<file path="src/rtl/alu_ctrl_mdu_pkg.sv">
// Shared encodings for the ALU control decoder and the iterative multiply/divide unit.
// Function codes, ALU op codes, HI/LO select values and MDU state codes live here.
package alu_ctrl_mdu_pkg;

  localparam logic [1:0] AOP_ADD   = 2'b00;
  localparam logic [1:0] AOP_EQ    = 2'b01;
  localparam logic [1:0] AOP_RTYPE = 2'b10;
  localparam logic [1:0] AOP_RSVD  = 2'b11;

  localparam logic [5:0] F_SLL   = 6'h00;
  localparam logic [5:0] F_SRL   = 6'h02;
  localparam logic [5:0] F_JR    = 6'h08;
  localparam logic [5:0] F_MFHI  = 6'h10;
  localparam logic [5:0] F_MFLO  = 6'h12;
  localparam logic [5:0] F_MULT  = 6'h18;
  localparam logic [5:0] F_MULTU = 6'h19;
  localparam logic [5:0] F_DIV   = 6'h1A;
  localparam logic [5:0] F_DIVU  = 6'h1B;
  localparam logic [5:0] F_ADD   = 6'h20;
  localparam logic [5:0] F_ADDU  = 6'h21;
  localparam logic [5:0] F_SUB   = 6'h22;
  localparam logic [5:0] F_SUBU  = 6'h23;
  localparam logic [5:0] F_AND   = 6'h24;
  localparam logic [5:0] F_OR    = 6'h25;
  localparam logic [5:0] F_SLT   = 6'h2A;

  localparam logic [3:0] ALU_NONE = 4'd0;
  localparam logic [3:0] ALU_ADD  = 4'd1;
  localparam logic [3:0] ALU_SUB  = 4'd2;
  localparam logic [3:0] ALU_AND  = 4'd3;
  localparam logic [3:0] ALU_OR   = 4'd4;
  localparam logic [3:0] ALU_SLT  = 4'd5;
  localparam logic [3:0] ALU_SLL  = 4'd6;
  localparam logic [3:0] ALU_SRL  = 4'd7;
  localparam logic [3:0] ALU_EQ   = 4'd8;

  localparam logic [1:0] HILO_NONE = 2'b00;
  localparam logic [1:0] HILO_HI   = 2'b01;
  localparam logic [1:0] HILO_LO   = 2'b10;

  localparam logic [1:0] S_IDLE = 2'd0;
  localparam logic [1:0] S_MUL  = 2'd1;
  localparam logic [1:0] S_DIV  = 2'd2;
  localparam logic [1:0] S_FIX  = 2'd3;

  typedef struct packed {
    logic [3:0] alu_ctrl;
    logic       jr;
    logic [1:0] hilo_sel;
    logic       md;
  } dec_t;

  function automatic dec_t decode(input logic [1:0] op, input logic [5:0] f);
    dec_t d;
    d = '0;
    case (op)
      AOP_ADD: d.alu_ctrl = ALU_ADD;
      AOP_EQ:  d.alu_ctrl = ALU_EQ;
      AOP_RTYPE: begin
        case (f)
          F_ADD, F_ADDU: d.alu_ctrl = ALU_ADD;
          F_SUB, F_SUBU: d.alu_ctrl = ALU_SUB;
          F_AND:         d.alu_ctrl = ALU_AND;
          F_OR:          d.alu_ctrl = ALU_OR;
          F_SLT:         d.alu_ctrl = ALU_SLT;
          F_SLL:         d.alu_ctrl = ALU_SLL;
          F_SRL:         d.alu_ctrl = ALU_SRL;
          F_JR:          d.jr       = 1'b1;
          F_MFHI:        d.hilo_sel = HILO_HI;
          F_MFLO:        d.hilo_sel = HILO_LO;
          F_MULT, F_MULTU, F_DIV, F_DIVU: d.md = 1'b1;
          default: ;
        endcase
      end
      default: ;
    endcase
    return d;
  endfunction

endpackage

</file>
<file path="src/rtl/alu_ctrl_mdu_core.sv">
// Iterative multiply/divide unit: shift-add multiply, restoring divide, one bit per cycle,
// signs stripped on issue and reapplied in a single fix-up cycle before HI/LO are written.
module mdu_core
  import alu_ctrl_mdu_pkg::*;
#(
  parameter int unsigned WIDTH = 32
) (
  input  logic             clk,
  input  logic             rst_n,
  input  logic             start,
  input  logic             signed_op,
  input  logic             div_op,
  input  logic [WIDTH-1:0] a,
  input  logic [WIDTH-1:0] b,
  output logic [WIDTH-1:0] hi,
  output logic [WIDTH-1:0] lo,
  output logic             busy
);

  localparam int unsigned CNT_W = $clog2(WIDTH) + 1;

  logic [1:0]         state;
  logic [CNT_W-1:0]   cnt;
  logic [2*WIDTH-1:0] acc;
  logic [WIDTH-1:0]   opnd;
  logic               neg_q, neg_r, div_zero, is_div;

  logic               sign_a, sign_b;
  logic [WIDTH-1:0]   mag_a, mag_b;
  logic [WIDTH:0]     mul_sum;
  logic [2*WIDTH-1:0] mul_next;
  logic [WIDTH:0]     div_shift;
  logic [WIDTH+1:0]   div_diff;
  logic               div_ok;
  logic [2*WIDTH-1:0] div_next;
  logic [2*WIDTH-1:0] prod;
  logic [WIDTH-1:0]   quo, rem, fix_hi, fix_lo;
  logic               last;

  always_comb begin
    sign_a = signed_op & a[WIDTH-1];
    sign_b = signed_op & b[WIDTH-1];
    mag_a  = sign_a ? (~a + WIDTH'(1)) : a;
    mag_b  = sign_b ? (~b + WIDTH'(1)) : b;

    // Multiply: acc = {partial product, remaining multiplier bits}, shifted right each step.
    mul_sum  = {1'b0, acc[2*WIDTH-1:WIDTH]} + (acc[0] ? {1'b0, opnd} : '0);
    mul_next = {mul_sum, acc[WIDTH-1:1]};

    // Divide: acc = {remainder, dividend bits then quotient bits}, shifted left each step.
    div_shift = {acc[2*WIDTH-1:WIDTH], acc[WIDTH-1]};
    div_diff  = {1'b0, div_shift} - {2'b00, opnd};
    div_ok    = ~div_diff[WIDTH+1];
    div_next  = {(div_ok ? div_diff[WIDTH-1:0] : div_shift[WIDTH-1:0]), acc[WIDTH-2:0], div_ok};

    prod = neg_q ? (~acc + (2*WIDTH)'(1)) : acc;
    quo  = acc[WIDTH-1:0];
    rem  = acc[2*WIDTH-1:WIDTH];
    if (is_div) begin
      fix_lo = div_zero ? '1 : (neg_q ? (~quo + WIDTH'(1)) : quo);
      fix_hi = neg_r ? (~rem + WIDTH'(1)) : rem;
    end else begin
      fix_lo = prod[WIDTH-1:0];
      fix_hi = prod[2*WIDTH-1:WIDTH];
    end

    last = (cnt == CNT_W'(WIDTH - 1));
    busy = (state != S_IDLE);
  end

  always_ff @(posedge clk or negedge rst_n) begin
    if (!rst_n) begin
      state    <= S_IDLE;
      cnt      <= '0;
      acc      <= '0;
      opnd     <= '0;
      neg_q    <= 1'b0;
      neg_r    <= 1'b0;
      div_zero <= 1'b0;
      is_div   <= 1'b0;
      hi       <= '0;
      lo       <= '0;
    end else begin
      case (state)
        S_IDLE: begin
          if (start) begin
            state    <= div_op ? S_DIV : S_MUL;
            cnt      <= '0;
            opnd     <= div_op ? mag_b : mag_a;
            acc      <= {{WIDTH{1'b0}}, (div_op ? mag_a : mag_b)};
            neg_q    <= sign_a ^ sign_b;
            neg_r    <= sign_a;
            div_zero <= div_op & (b == '0);
            is_div   <= div_op;
          end
        end
        S_MUL: begin
          acc <= mul_next;
          cnt <= cnt + CNT_W'(1);
          if (last) state <= S_FIX;
        end
        S_DIV: begin
          acc <= div_next;
          cnt <= cnt + CNT_W'(1);
          if (last) state <= S_FIX;
        end
        S_FIX: begin
          hi    <= fix_hi;
          lo    <= fix_lo;
          cnt   <= '0;
          state <= S_IDLE;
        end
        default: state <= S_IDLE;
      endcase
    end
  end

endmodule

</file>
<file path="src/rtl/alu_ctrl_mdu.sv">
// ALU control decoder with attached multiply/divide unit, HI/LO read-out mux and
// pipeline stall generation for HI/LO hazards and back-to-back mul/div issue.
module alu_ctrl_mdu
  import alu_ctrl_mdu_pkg::*;
#(
  parameter int unsigned WIDTH = 32
) (
  input  logic             clk,
  input  logic             rst_n,
  input  logic [1:0]       alu_op,
  input  logic [5:0]       funct,
  input  logic             valid,
  input  logic [WIDTH-1:0] rs_data,
  input  logic [WIDTH-1:0] rt_data,
  output logic [3:0]       alu_ctrl,
  output logic             jr,
  output logic [1:0]       hilo_sel,
  output logic [WIDTH-1:0] hilo_data,
  output logic             stall,
  output logic             busy
);

  dec_t             dec;
  logic             md_op;
  logic [WIDTH-1:0] hi, lo;
  logic             core_busy;

  always_comb begin
    dec      = decode(alu_op, funct);
    alu_ctrl = dec.alu_ctrl;
    jr       = dec.jr;
    hilo_sel = dec.hilo_sel;
    md_op    = valid & dec.md;
  end

  // funct[0] clear selects the signed variant, funct[1] set selects divide.
  mdu_core #(.WIDTH(WIDTH)) u_core (
    .clk       (clk),
    .rst_n     (rst_n),
    .start     (md_op),
    .signed_op (~funct[0]),
    .div_op    (funct[1]),
    .a         (rs_data),
    .b         (rt_data),
    .hi        (hi),
    .lo        (lo),
    .busy      (core_busy)
  );

  always_comb begin
    busy  = core_busy;
    stall = core_busy & ((hilo_sel != HILO_NONE) | md_op);
    case (hilo_sel)
      HILO_HI: hilo_data = hi;
      HILO_LO: hilo_data = lo;
      default: hilo_data = '0;
    endcase
  end

endmodule
</file>
<file path="config.mk">
export PLATFORM = sky130hd
export DESIGN_NAME = alu_ctrl_mdu
export DESIGN_NICKNAME = d
export VERILOG_FILES = /design/src/rtl/alu_ctrl_mdu_pkg.sv /design/src/rtl/alu_ctrl_mdu_core.sv /design/src/rtl/alu_ctrl_mdu.sv
export SDC_FILE = /design/constraint.sdc
export NUM_CORES = 1
export LEC_CHECK = 0
export BUFFER_PORTS_ARGS = -buffer_cell sky130_fd_sc_hd__buf_2
export CORE_UTILIZATION = 30
export DETAILED_ROUTE_END_ITERATION = 8
export GPL_ROUTABILITY_DRIVEN = 0
export GPL_TIMING_DRIVEN = 0
export HOLD_SLACK_MARGIN = 0.03
export PLACE_DENSITY_LB_ADDON = 0.25
export SLEW_MARGIN = 20
export SYNTH_ARGS = -nofsm -noshare
export SYNTH_HDL_FRONTEND = slang
export SYNTH_SLANG_ARGS = --single-unit
</file>
<file path="constraint.sdc">
create_clock -name clk -period 7.5 [get_ports clk]
set_input_delay 1.125 -clock clk [delete_from_list [all_inputs] [get_ports clk]]
set_output_delay 1.125 -clock clk [all_outputs]
set_load 0.02 [all_outputs]
</file>
==> metrics <==
maximum VDD drop=0.000214 V; crit-path leading delay family=buffers and inverters; Clock Skews=0.0129 ns; initial drt markers=1486; post-route minimum period=4.93 ns; Clk pin slew, worst setup/hold paths=0.08 ns; row cnt=81; max_cap viols=0; # IOs=116; Final Power=6.52 mW; dpl cell area=0.0164 mm^2; placed cell count=2702; Net Sw Frac=50.5%; vias in the first global route=14200; starting density of the core=30.5%; critical path class=in2out; Resized Gates After CTS=0; CP Max Fanout=10; synthesized flop and latch total=172; Core ar.=0.0491 mm^2; Ant. Diodes=0; Clock Power Share=15.0%; combinational share of power=59.8%; crit-path cells=clkbuf_1, clkbuf_1, or4_1, inv_1, ha_1, clkbuf_1, a22oi_1, nor2b_1, buf_2; clock buffer depth=2; Seq pwr share=25.2%; TritonCTS clock tree=done; fin util=34.8%; initial antenna violation count=0; Slew Viols, Final=0; Leak=7.37 nW; outcome=completed; GRT Residual Overflow=0; Tightest Hold Check Type=reg2reg; slew margin rel.=33.7%; number of iterations in the first detailed-routing pass=8; Power Density=382 mW/mm^2; cts-stage hold buffer count=0; CTS H-tree depth=4; clock sinks=172; # port buffers=114; Final TNS setup=0 ns; Post-route DRC=0; post-synth top area share=28.8%; Syn Area/Cell=7.78 um^2; Final period util=65.7%; Post-Syn Area=0.0150 mm^2; largest cells by area after synthesis=dfrtp_1, a21oi_1, ha_1, nor2_1, xor2_1; top cells by count, synth=nor2_1, a21oi_1, dfrtp_1; Die Area=0.0508 mm^2; Routed Antenna Nets=0; Die X=225 um; Yosys top cell by area=dfrtp_1; detailed placement HPWL=45200 um; Largest stage delay, worst path=0.76 ns; crit path DAT=3.80 ns; Tot GR Track Use=22.2%; Bufs and invs on worst path=5; largest net degree at the start of global routing=72; EDFF count, synth=0; final setup fails=0; Post CTS Setup Buffer Count=0; Syn-to-layout area delta=14.0%; register area share after synthesis=28.8%; Internal Dissipation=3.23 mW; Synth Net Count=2077; Die H=225 um; Critical Path Most Common Cell=clkbuf_1; Final Hold Fails=0; CP Capture Type=primary output; final std cells w/o fill=2734; NetSw=3.29 mW; Worst setup SP type=input port; clk_lat worst skew=0.46 ns; layout cells sized above 1=9.76%; Synth Instances=1922; via count=15200; Via density=5.54; Slew @ Worst Pin=0.994 ns; most common cell in the netlist=nor2_1; clock buffer count from CTS=17; Synth cell types=73; WL final=56400 um; Fmax=0.203 GHz; RSZ-0062 raised after global routing=false; ys async rst share=100%; Clock Root Buffer=clkbuf_16; final instance area=0.0171 mm^2; net total in the final layout=2212; CP max-delay cell=or4_1; WL/cell=20.6 um; number of synthesis warnings=0; Post-synth top flop=dfrtp_1; required time of the critical path=6.38 ns; first-pass GRT wire length=85600 um
metrics by stage:
stage,hold WS [ns],worst slack (ns)
finish,0.484,2.57
global route,0.513,2.35
CTS,0.492,2.59
detailed placement,0.475,2.60
global placement,0.466,2.32
floorplan,0.443,3.21
per-layer routing:
layer	up-vias	share of wire, %	global-route usage, %
li1	7141	-	-
met5	-	0	0
met1	7418	47	31.3
met3	73	6.4	3.79
met2	525	44	34.3
met4	0	2.5	6.91
worst register-to-register path, cell delays in order, from the launching register on:
cell      delay (ns)
dfrtp_1         0.56
ha_1            0.52
and3_1          0.25
nand4_1         0.11
a31oi_1         0.19
nor2_1          0.12
o31a_1          0.39
o221ai_1        0.32
a31o_2          0.21
clkbuf_1        0.28
buf_1           0.78
clkbuf_1        0.53
nand2_1         0.14
o211ai_1        0.12
o221ai_1        0.13
final cells by class:
cell class / count / area (um^2)
fillers: 5238 / 32000
repair buffers: 116 / 636
well taps: 664 / 831
inverters: 70 / 263
flip-flops and latches: 172 / 4300
multi-input cells: 1554 / 9900
clock inverters: 14 / 188
plain buffers: 126 / 493
clock buffers: 18 / 439
power by group through the flow:
stage	clock network, mW	registers [mW]	logic [mW]
after floorplan	0	1.50	2.75
after global placement	0	1.64	3.77
after detailed placement	0	1.65	3.80
after CTS	0.991	1.63	3.82
after global routing	1.03	1.68	4.25
final	0.976	1.64	3.90
cells in the final DEF (no fill, tap or decap), types with 35 or more instances in the layout:
cell	synthesis	layout
nor2_1	235	235
a21oi_1	203	203
dfrtp_1	172	172
nand2_1	164	164
o21ai_0	140	140
buf_2	4	117
clkbuf_1	110	110
xor2_1	90	90
xnor2_1	84	84
ha_1	78	78
inv_1	70	70
a22oi_1	51	51
nor2b_1	50	50
a21o_1	42	42
nor3_1	37	37
o31ai_1	35	35
flip-flops by register name, summed over array words and instances (netlist names):
signal and cells:
u_core.opnd 32, u_core.state 2, u_core.is_div 1, u_core.div_zero 1, u_core.cnt 6, u_core.neg_q 1, u_core.lo 32, u_core.neg_r 1
u_core.acc 64, u_core.hi 32
final timing paths:
| kind | endpoint | slack, ns | from | cells after the start |
|---|---|---|---|---|
| worst max-delay path | hilo_data[2] | 2.57 | funct[1] | 9 |
| worst min-delay path | u_core.opnd[30]$_DFFE_PN0P_ | 0.48 | u_core.opnd[30]$_DFFE_PN0P_ | 2 |
| worst max register to register | u_core.acc[32]$_DFFE_PN0P_ | 2.70 | u_core.acc[41]$_DFFE_PN0P_ | 14 |
| worst min register to register | u_core.opnd[30]$_DFFE_PN0P_ | 0.48 | u_core.opnd[30]$_DFFE_PN0P_ | 2 |
| max in group asynchronous | u_core.acc[16]$_DFFE_PN0P_ | 5.94 | rst_n | 3 |
| min in group asynchronous | u_core.acc[57]$_DFFE_PN0P_ | 0.53 | rst_n | 1 |
cells by family after synthesis:
family,synth area share [%]
xor+xnor,10.2
fa+ha+maj,6.79
mux,2.75
compound gates,26.3
buf+inv,5.05
simple gates,20.1
flops,28.8
No activity file was read; power rests on OpenSTA's default activity.
